**config.mk**
```make
export PLATFORM = sky130hd
export DESIGN_NAME = mem_arbiter_prio
export DESIGN_NICKNAME = d
export VERILOG_FILES = /design/src/rtl/mem_arbiter_prio.sv
export SDC_FILE = /design/constraint.sdc
export NUM_CORES = 1
export LEC_CHECK = 0
export BUFFER_PORTS_ARGS = -buffer_cell sky130_fd_sc_hd__clkbuf_2
export CAP_MARGIN = 20
export CORE_AREA = 2 2 113 115
export CTS_CLUSTER_SIZE = 28
export DETAILED_ROUTE_END_ITERATION = 16
export DIE_AREA = 0 0 115 117
export GPL_ROUTABILITY_DRIVEN = 0
export PLACE_DENSITY = 0.58
export RECOVER_POWER = 100
export SETUP_SLACK_MARGIN = 0.5
export SYNTH_ARGS = -nofsm -noshare
export SYNTH_HDL_FRONTEND = slang
export SYNTH_SLANG_ARGS = --single-unit
```
**constraint.sdc**
```tcl
create_clock -name clk -period 5.1 [get_ports clk]
set_input_delay 0.765 -clock clk [delete_from_list [all_inputs] [get_ports clk]]
set_output_delay 0.765 -clock clk [all_outputs]
set_load 0.005 [all_outputs]
```
**src/rtl/mem_arbiter_prio.sv**
```systemverilog
// mem_arbiter_prio: N-master to 1-slave memory request arbiter with in-order response routing.
//
// Optional build macro: MEM_ARB_STARVE_GUARD_EN adds per-master aging counters; a master
// that has waited STARVE_LIMIT cycles overrides normal selection (lowest index on ties).
//
// Ports:
//   clk, rst       clock and synchronous active-high reset
//   m_req_valid    per-master request valid
//   m_req_ready    per-master request ready (only the granted master sees ready)
//   m_req_data     per-master payloads, master i at [i*REQ_W +: REQ_W]
//   m_resp_valid   per-master response valid (only the master at the queue head)
//   m_resp_ready   per-master response ready
//   m_resp_data    response payload broadcast to all masters
//   s_req_*        request channel to the slave
//   s_resp_*       response channel from the slave
//   proto_err      sticky flag: slave response arrived with nothing outstanding
module mem_arbiter_prio #(
    parameter int CNT          = 2,
    parameter int REQ_W        = 69,
    parameter int RESP_W       = 32,
    parameter int QUEUE_DEPTH  = 2,
    parameter int RR_MODE      = 0,
    parameter int PIPE         = 1,
    parameter int STARVE_LIMIT = 15
) (
    input  logic                   clk,
    input  logic                   rst,
    input  logic [CNT-1:0]         m_req_valid,
    output logic [CNT-1:0]         m_req_ready,
    input  logic [CNT*REQ_W-1:0]   m_req_data,
    output logic [CNT-1:0]         m_resp_valid,
    input  logic [CNT-1:0]         m_resp_ready,
    output logic [RESP_W-1:0]      m_resp_data,
    output logic                   s_req_valid,
    input  logic                   s_req_ready,
    output logic [REQ_W-1:0]       s_req_data,
    input  logic                   s_resp_valid,
    output logic                   s_resp_ready,
    input  logic [RESP_W-1:0]      s_resp_data,
    output logic                   proto_err
);
    localparam int IW = (CNT > 1) ? $clog2(CNT) : 1;
    localparam int PW = (QUEUE_DEPTH > 1) ? $clog2(QUEUE_DEPTH) : 1;
    localparam int CW = $clog2(QUEUE_DEPTH + 1);

    logic [REQ_W-1:0] req_arr [CNT];
    logic [IW-1:0]    q_mem [QUEUE_DEPTH];
    logic [PW-1:0]    head;
    logic [PW-1:0]    tail;
    logic [CW-1:0]    count;
    logic [IW-1:0]    head_idx;
    logic [IW-1:0]    ptr;
    logic [IW-1:0]    rr_base;
    logic [IW-1:0]    cand;
    logic [IW-1:0]    sel;
    logic [IW-1:0]    pick;
    logic [IW-1:0]    grant;
    logic [IW-1:0]    lock_idx;
    logic             lock_q;
    logic             full;
    logic             empty;
    logic             slot_free;
    logic             req_fire;
    logic             resp_fire;

    for (genvar i = 0; i < CNT; i++) begin : g_unpack
        assign req_arr[i] = m_req_data[i*REQ_W +: REQ_W];
    end

    // Normal selection: scan CNT candidates starting at rr_base (0 in fixed mode).
    // Scanning downward and letting the last hit win yields the first valid master
    // at or after the base, wrapping upward.
    assign rr_base = (RR_MODE != 0) ? ptr : '0;

    always_comb begin
        sel  = '0;
        cand = '0;
        for (int k = CNT - 1; k >= 0; k--) begin
            cand = IW'((int'(rr_base) + k) % CNT);
            if (m_req_valid[cand]) sel = cand;
        end
    end

`ifdef MEM_ARB_STARVE_GUARD_EN
    localparam int SW = $clog2(STARVE_LIMIT + 1);

    logic [SW-1:0]  age [CNT];
    logic [CNT-1:0] aged;
    logic           starved;
    logic [IW-1:0]  starve_idx;
    logic [IW-1:0]  s_cand;

    for (genvar i = 0; i < CNT; i++) begin : g_age
        // Counts cycles spent waiting; a fire clears it, otherwise it saturates.
        always_ff @(posedge clk) begin
            if (rst) begin
                age[i] <= '0;
            end else if (m_req_valid[i] && m_req_ready[i]) begin
                age[i] <= '0;
            end else if (m_req_valid[i] && age[i] != SW'(STARVE_LIMIT)) begin
                age[i] <= age[i] + 1'b1;
            end
        end
        assign aged[i] = age[i] == SW'(STARVE_LIMIT);
    end

    always_comb begin
        starved    = 1'b0;
        starve_idx = '0;
        s_cand     = '0;
        for (int k = CNT - 1; k >= 0; k--) begin
            s_cand = IW'(k);
            if (aged[s_cand]) begin
                starved    = 1'b1;
                starve_idx = s_cand;
            end
        end
    end

    assign pick = starved ? starve_idx : sel;
`else
    logic unused_starve;

    assign unused_starve = (STARVE_LIMIT == 0);
    assign pick          = sel;
`endif

    // A stalled request keeps its grant so the slave sees a stable payload.
    assign grant = lock_q ? lock_idx : pick;

    // Outstanding-transaction queue status and response routing.
    assign full         = count == CW'(QUEUE_DEPTH);
    assign empty        = count == '0;
    assign head_idx     = q_mem[head];
    assign s_resp_ready = !empty && m_resp_ready[head_idx];
    assign resp_fire    = s_resp_valid && s_resp_ready;
    assign m_resp_data  = s_resp_data;

    // With PIPE set, a full queue still accepts a request when the head leaves this cycle.
    assign slot_free   = !full || (PIPE != 0 && resp_fire);
    assign s_req_valid = (|m_req_valid) && slot_free;
    assign s_req_data  = req_arr[grant];
    assign req_fire    = s_req_valid && s_req_ready;

    for (genvar i = 0; i < CNT; i++) begin : g_ports
        assign m_req_ready[i]  = s_req_valid && s_req_ready && grant == IW'(i);
        assign m_resp_valid[i] = !empty && s_resp_valid && head_idx == IW'(i);
    end

    always_ff @(posedge clk) begin
        if (rst) begin
            head      <= '0;
            tail      <= '0;
            count     <= '0;
            ptr       <= '0;
            lock_q    <= 1'b0;
            lock_idx  <= '0;
            proto_err <= 1'b0;
        end else begin
            if (req_fire) begin
                tail <= (tail == PW'(QUEUE_DEPTH - 1)) ? '0 : tail + 1'b1;
                ptr  <= (grant == IW'(CNT - 1)) ? '0 : grant + 1'b1;
            end
            if (resp_fire) head <= (head == PW'(QUEUE_DEPTH - 1)) ? '0 : head + 1'b1;
            if (req_fire != resp_fire) count <= req_fire ? count + 1'b1 : count - 1'b1;
            lock_q <= s_req_valid && !s_req_ready;
            if (s_req_valid && !s_req_ready) lock_idx <= grant;
            if (s_resp_valid && empty) proto_err <= 1'b1;
        end
    end

    // Queue storage needs no reset: entries are only read between push and pop.
    always_ff @(posedge clk) begin
        if (req_fire) q_mem[tail] <= grant;
    end
endmodule

```
==> out/qor_table.md, run 1 <==
| Metric | Reported | Unit |
|:---|:---|:---|
| Result of the run | complete, no violations | - |
| Total nets after synthesis | 347 | - |
| Max-cap violations | 0 | - |
| Max Clock Freq | 0.329 | GHz |
| First-pass GRT wire length | 8.98 | mm |
| Cell type with the largest total area after synthesis | mux2_2 | - |
| Combined area of the multi-input logic cells | 1060 | sq um |
| Synthesized netlist cell count | 169 | - |
| Remaining max-slew budget at the tightest pin | 57.0 | % |
| Fraction of the mapped netlist area in compound gates | 4.70 | % |
| Total number of yosys warnings | 0 | - |
| Critical-path maximum fanout | 7 | - |
| Chip Width | 115 | um |
| Worst setup path start | q_mem[1] | - |
| Drt pass-1 iters | 4 | - |
| Power density over cell area | 170 | nW/um^2 |
| Data required time of the critical path | 4.34 | ns |
| Final worst clock skew | 0.00378 | ns |
| Remaining global-route overflow | 0 | - |
| Mux contribution to synthesized area | 54.8 | % |
| Final critical delay including setup and external delays | 3.04 | ns |
| Clock Tree Buf Depth | 2 | - |
| Half-perimeter wire length of the detailed placement result | 6.16 | mm |
| Final setup vio count | 0 | - |
| Vias in the first global route | 1693 | - |
| Endpoint class of the critical path | output port | - |
| Largest stage delay on the critical path | 0.61 | ns |
| Parity-gate share of the synthesized area counting xor and xnor cells | 1.10 | % |
| Count of clock tree sinks | 10 | - |
| Critical path's top delay family | multiplexers | - |
| Placed cell count | 501 | - |
| Largest net degree at the start of global routing | 38 | - |
| Slew of the pin with the lowest slew margin | 0.627 | ns |
| Unrepaired setup endpoints after global routing | no | - |
| Core area | 12300 | sq um |
| Global router's overall resource usage | 8.71 | % |
| Worst EP arrival | 2.28 | ns |
| R2r startpoint | q_mem[1] | - |
| CP most frequent cell | mux2i_1 | - |
| Post-synth EDFFs | 2 | - |
| DR vias | 1916 | - |
| CTS root buffer | clkbuf_16 | - |
| Post-CTS sizing | 0 | - |
| Sort of element at the start of the critical path | register | - |
| Most area-consuming cells after synthesis | mux2_2 50%, buf_4 15%, dfxtp_1 10% | - |
| Crit path buffers/inverters | 1 | - |
| Type of the tightest min-delay check | register to register | - |
| Most used flip-flop cell after synthesis | dfxtp_1 | - |
| Footprint of the flip-flops and latches | 220 | sq um |
| Path length in cells of the critical path | 5 | - |
| Largest family of logic cells by synthesized area | multiplexers | - |
| Simple-gate area share of the yosys netlist | 7.36 | % |
| Post CTS Setup Buffer Count | 0 | - |
| Synthesis-to-layout area growth | 64.3 | % |
| Clock latency of the later-clocked register in the worst-skew pair | 0.24 | ns |
| IR Drop Worst-Case VDD | 0.000145 | V |
| Number of antenna violations at the first check in global routing | 0 | - |
| Post-CTS Hold Fix Bufs | 0 | - |
| Leakage Power | 1.32 | nW |
| Total Neg Setup Slack | 0 | ns |
| Initial Utilization | 13.0 | % |
| Cell with the most instances after synthesis | mux2_2 | - |
| Fraction of synthesized cell area taken by the top area cell type | 50.0 | % |
| Combined area of all synthesized cells | 1600 | sq um |
| R2r worst-path depth | 4 | - |
| Layout cell share with drive strength beyond 1 | 70.7 | % |
| Post-synthesis share of cell area spent on full adders, half adders and majority gates | 0 | % |
| Number of buffers created by CTS | 3 | - |
| Top-level I/O count | 286 | - |
| Number of I/O port buffers | 221 | - |
| Filler cells | 1407 | - |
| Number of inserted diodes | 0 | - |
| Proportion of synthesized flip-flops having asynchronous set or reset | 0 | % |
| End of the worst register-to-register path | q_mem[1] | - |
| Count of placed standard cells in the final layout, fillers left out | 505 | - |
| Cells along the critical path | mux2i_1 -> mux2i_1 -> o21ai_0 -> nor2_1 -> clkbuf_2 | - |
| Source of the worst hold timing path | proto_err | - |
| Share of synthesized area occupied by flip-flops and latches | 13.8 | % |
| Cell depth of the worst hold path | 2 | - |
| Starting DRT DRC Count | 66 | - |
| Type of the worst setup path | register to output port | - |
| Destination of the worst hold path | proto_err | - |
| Commonest cells in the synthesized netlist | 71 x mux2_2, 32 x buf_4, 21 x nor2_1 | - |
| Floorplan row count | 41 | - |
| Syn Area/Cell | 9.45 | sq um |
| Register clock-pin slew on the reported worst setup and hold paths | 0.04 | ns |
| Clock tree from TritonCTS | built | - |
| Crit share post-route | 59.7 | % |
| Height of the die | 117 | um |
| Count of state elements after synthesis | 10 | - |
| Number of distinct library cells after synthesis | 24 | - |
| Area enclosed by the die boundary | 13500 | sq um |
| H-tree lvl count | 1 | - |
| Endpoints failing hold | 0 | - |
| Final WL | 6.79 | mm |
| Via count normalized by instance count | 3.79 | - |
| Post-detailed-route count of antenna-violating nets | 0 | - |
| Total DRC errors in the routed layout | 0 | - |
| Final Slew Violations | 0 | - |
| WL/cell | 13.4 | um |
| Total Nets Final | 534 | - |
| Setup slack on the worst flop-to-flop path | 2.91 | ns |
| Library cell contributing the largest single delay on the critical path | mux2i_1 | - |
[layer usage]
metal | track usage (%) | vias up | routed length (um) | part of all wire, %
met1 | 11.5 | 847 | 2990 | 44
met4 | 1.45 | 0 | 30 | 0.44
met2 | 14.8 | 134 | 3200 | 47
li1 | - | 933 | - | -
met3 | 1.96 | 2 | 563 | 8.3
met5 | 0 | - | 0 | 0
[kinds of logic after synthesis]
group | after synthesis
simple gates | 27
mux | 76
flops | 10
compound gates | 11
buf+inv | 43
xor+xnor | 2
[cell type report]
class | instances | share of cell area, %
flip-flops and latches | 10 | 8.39
well taps | 150 | 7.15
clock buffers | 3 | 2.86
multi-input cells | 116 | 40.6
clock inverters | 1 | 0.143
repair buffers | 223 | 40.6
inverters | 2 | 0.286
[how the worst max path moves through the flow]
stage,slack [ns],endpoint
floorplan,2.60,s_req_data[0]
global placement,2.22,s_req_data[51]
detailed placement,2.21,s_req_data[51]
CTS,2.20,s_req_data[51]
global route,1.74,m_req_ready[1]
finish,2.06,m_req_ready[1]
[where the power goes]
group | total, mW | internal [mW] | switching, mW
combinational | 0.212 | 0.123 | 0.0892
sequential | 0.0960 | 0.0890 | 0.00699
clock | 0.140 | 0.103 | 0.0370
total | 0.447 | 0.314 | 0.133
[cells in the final DEF (no fill, tap or decap), drive strengths merged]
master / instances
dfxtp: 8
mux2: 72
o21a: 1
nor2b: 3
a21oi: 2
a211oi: 2
clkbuf: 224
and2: 1
nor3b: 1
inv: 2
nor2: 21
buf: 2
mux2i: 4
nand2b: 1
edfxtp: 2
xnor2: 2
o211ai: 2
o21ai: 4
clkinv: 1
[per-stage QoR]
stage | util (%) | hold WS, ns | setup slack (ns) | area, sq um | power [mW]
CTS | 22.0 | 0.470 | 2.20 | 2710 | 0.467
floorplan | - | 0.460 | 2.60 | 1600 | 0.225
finish | 21.3 | 0.463 | 2.06 | 2630 | 0.447
detailed placement | 21.4 | 0.461 | 2.21 | 2630 | 0.324
global route | 21.3 | 0.496 | 1.74 | 2630 | 0.478
global placement | 21.4 | 0.447 | 2.22 | 2630 | 0.324
[worst reg2reg max path, delay by kind of cell, from the launching register on]
kind | cells | cell delay (ns)
AO/OA/AOI/OAI | 1 | 0.36
multiplexers | 2 | 0.97
AND/OR/NAND/NOR | 1 | 0.19
flip-flops | 1 | 0.36
[state kept, by name (all words and copies together), names as in the netlist, named ones only]
register	cells
count	2
lock_q	1
proto_err	1
tail	1
q_mem	2
lock_idx	1
head	1
Power figures use the tool's default switching activity.
==> inputs of run 2 (changes only) <==
- CORE_AREA: 2 2 113 115 -> 2 2 111 113
- DIE_AREA: 0 0 115 117 -> 0 0 113 115
- PLACE_DENSITY: 0.58 -> 0.6
- clock period: 5.1 -> 2.7 ns (I/O delays scaled with it)
==> out/qor_table.md, run 2 (synthesis gave the netlist of run 1 again) <==
| Metric | Reported | Unit | vs previous |
|:---|:---|:---|:---|
| Number of buffers created by CTS | 3 | - | unchanged |
| Via count normalized by instance count | 3.83 | - | +1.0% |
| Worst EP arrival | 1.78 | ns | -0.50 ns |
| Final WL | 7.04 | mm | +3.7% |
| Endpoints failing hold | 0 | - | unchanged |
| Final Slew Violations | 0 | - | unchanged |
| Global router's overall resource usage | 9.51 | % | +0.80 points |
| Result of the run | finished with violations | - |  |
| Registers with the highest flip-flop counts | count: 2 flops, q_mem: 2 flops | - |  |
| Number of antenna violations at the first check in global routing | 0 | - | unchanged |
| H-tree lvl count | 1 | - | unchanged |
| Library cell contributing the largest single delay on the critical path | mux2i_1 | - |  |
| IR Drop Worst-Case VDD | 0.000237 | V | +64% |
| Max-cap violations | 0 | - | unchanged |
| Remaining max-slew budget at the tightest pin | 63.1 | % | +6.1 points |
| Largest stage delay on the critical path | 0.49 | ns | -0.12 ns |
| Area enclosed by the die boundary | 13000 | sq um | -3.4% |
| R2r worst-path depth | 5 | - | +1 |
| Final setup vio count | 0 | - | unchanged |
| Critical-path maximum fanout | 5 | - | -2 |
| Type of the tightest min-delay check | input pin to register | - |  |
| Highest-count cells in the layout ignoring fill and taps | 189 x clkbuf_2, 70 x mux2_2, 33 x clkbuf_1 | - |  |
| Remaining global-route overflow | 0 | - | unchanged |
| Number of I/O port buffers | 221 | - | unchanged |
| Initial Utilization | 13.5 | % | +0.55 points |
| Floorplan row count | 40 | - | -2.4% |
| Drt pass-1 iters | 10 | - | +6 |
| Type of the worst setup path | register to output port | - |  |
| Core area | 11800 | sq um | -4.1% |
| Post-detailed-route count of antenna-violating nets | 0 | - | unchanged |
| Layout cell share with drive strength beyond 1 | 74.9 | % | +4.2 points |
| Clock latency of the later-clocked register in the worst-skew pair | 0.24 | ns | about the same |
| Chip Width | 113 | um | -1.7% |
| Starting DRT DRC Count | 50 | - | -24% |
| Sort of element at the start of the critical path | register | - |  |
| DR vias | 1924 | - | +0.42% |
| Number of inserted diodes | 0 | - | unchanged |
| Synthesis-to-layout area growth | 66.6 | % |  |
| Data required time of the critical path | 2.30 | ns | -2.04 ns |
| Tightest hold margin | 0.442 | ns | -0.0214 ns |
| Register clock-pin slew on the reported worst setup and hold paths | 0.04 | ns | about the same |
| Vias in the first global route | 1787 | - | +5.6% |
| Post CTS Setup Buffer Count | 0 | - | unchanged |
| Met3 demand-to-capacity share in global routing | 2.42 | % | +0.47 points |
| Final critical delay including setup and external delays | 2.18 | ns |  |
| Top-level I/O count | 286 | - | unchanged |
| Post-CTS Hold Fix Bufs | 0 | - | unchanged |
| First-pass GRT wire length | 9.58 | mm | +6.6% |
| Post-CTS sizing | 0 | - | unchanged |
| Unrepaired setup endpoints after global routing | no | - |  |
| Clock tree from TritonCTS | built | - |  |
| Met1 usage in global routing | 10.6 | % | -0.91 points |
| Leakage Power | 1.36 | nW | +2.9% |
| Setup slack on the worst flop-to-flop path | 0.59 | ns | -2.32 ns |
| Half-perimeter wire length of the detailed placement result | 6.28 | mm | +1.9% |
| Placed cell count | 497 | - | -0.80% |
| Met2 routing resource usage after global routing | 17.9 | % | +3.1 points |
| Slew of the pin with the lowest slew margin | 0.539 | ns | -0.0883 ns |
| Height of the die | 115 | um | -1.7% |
| Largest net degree at the start of global routing | 73 | - | +92% |
| Count of placed standard cells in the final layout, fillers left out | 502 | - | -0.59% |
| Cell depth of the worst hold path | 3 | - | +1 |
| CTS root buffer | clkbuf_16 | - |  |
| Commonest non-fill, non-tap cell in the layout | clkbuf_2 | - |  |
| Most used routing layer | met2 | - |  |
| Total Nets Final | 534 | - | unchanged |
| Final core utilization | 22.5 | % | +1.2 points |
| Clock Tree Buf Depth | 2 | - | unchanged |
| Total DRC errors in the routed layout | 6 | - | +6 |
| Max Clock Freq | 0.458 | GHz |  |
| Final worst clock skew | 0.000412 | ns | -0.00337 ns |
| Violations in the final reports | DRC | - |  |
| Crit share post-route | 80.9 | % |  |
| WL/cell | 14.0 | um | +4.3% |
| Count of clock tree sinks | 10 | - | unchanged |
| Power density over cell area | 321 | nW/um^2 | +88% |
| Total Neg Setup Slack | 0 | ns | unchanged |
| Cells along the critical path | mux2i_1 -> mux2i_4 -> o21ai_2 -> nor2_1 -> clkbuf_2 | - |  |
| Endpoint class of the critical path | output port | - |  |
[run 2: cell type report]
class	instances	area (sq um)
fill	1334	9150
timing repair buffer	223	1090
multi-input combinational	116	1080
sequential	10	220
tap	147	184
clock buffer	3	75.1
inverter	2	7.51
clock inverter	1	3.75
[run 2: path summary, 6_finish.rpt]
path | from | to
worst max-delay path | register | m_req_ready[0]
worst min-delay path | s_resp_valid | proto_err
worst max register to register | register | count[1]
worst min register to register | proto_err | proto_err
[run 2: per-stage QoR]
| stage | cell area (sq um) | setup slack [ns] | power (mW) |
|---|---|---|---|
| 3_5_place_dp | 2630 | 0.603 | 0.607 |
| 4_1_cts | 2710 | 0.507 | 0.880 |
| 3_3_place_gp | 2630 | 0.619 | 0.599 |
| 5_1_grt | 2660 | 0.343 | 0.912 |
| 6_report | 2660 | 0.515 | 0.854 |
| 2_1_floorplan | 1600 | 0.925 | 0.424 |
[run 2: power by group]
part / switching, mW / internal [mW]
combinational: 0.166 / 0.241
clock: 0.0717 / 0.194
sequential: 0.0134 / 0.168
[run 2: worst max-delay path: cells and delay by family, from the launching register on]
family          cells  cell delay (ns)
buf+inv             1             0.13
mux                 2             0.83
compound gates      1             0.12
simple gates        1             0.13
flops               1             0.32
[run 2: metal layers]
layer / wire, um / part of all wire (%)
met1: 2650 / 38
met2: 3710 / 53
met3: 604 / 8.6
met4: 82 / 1.2
met5: 0 / 0
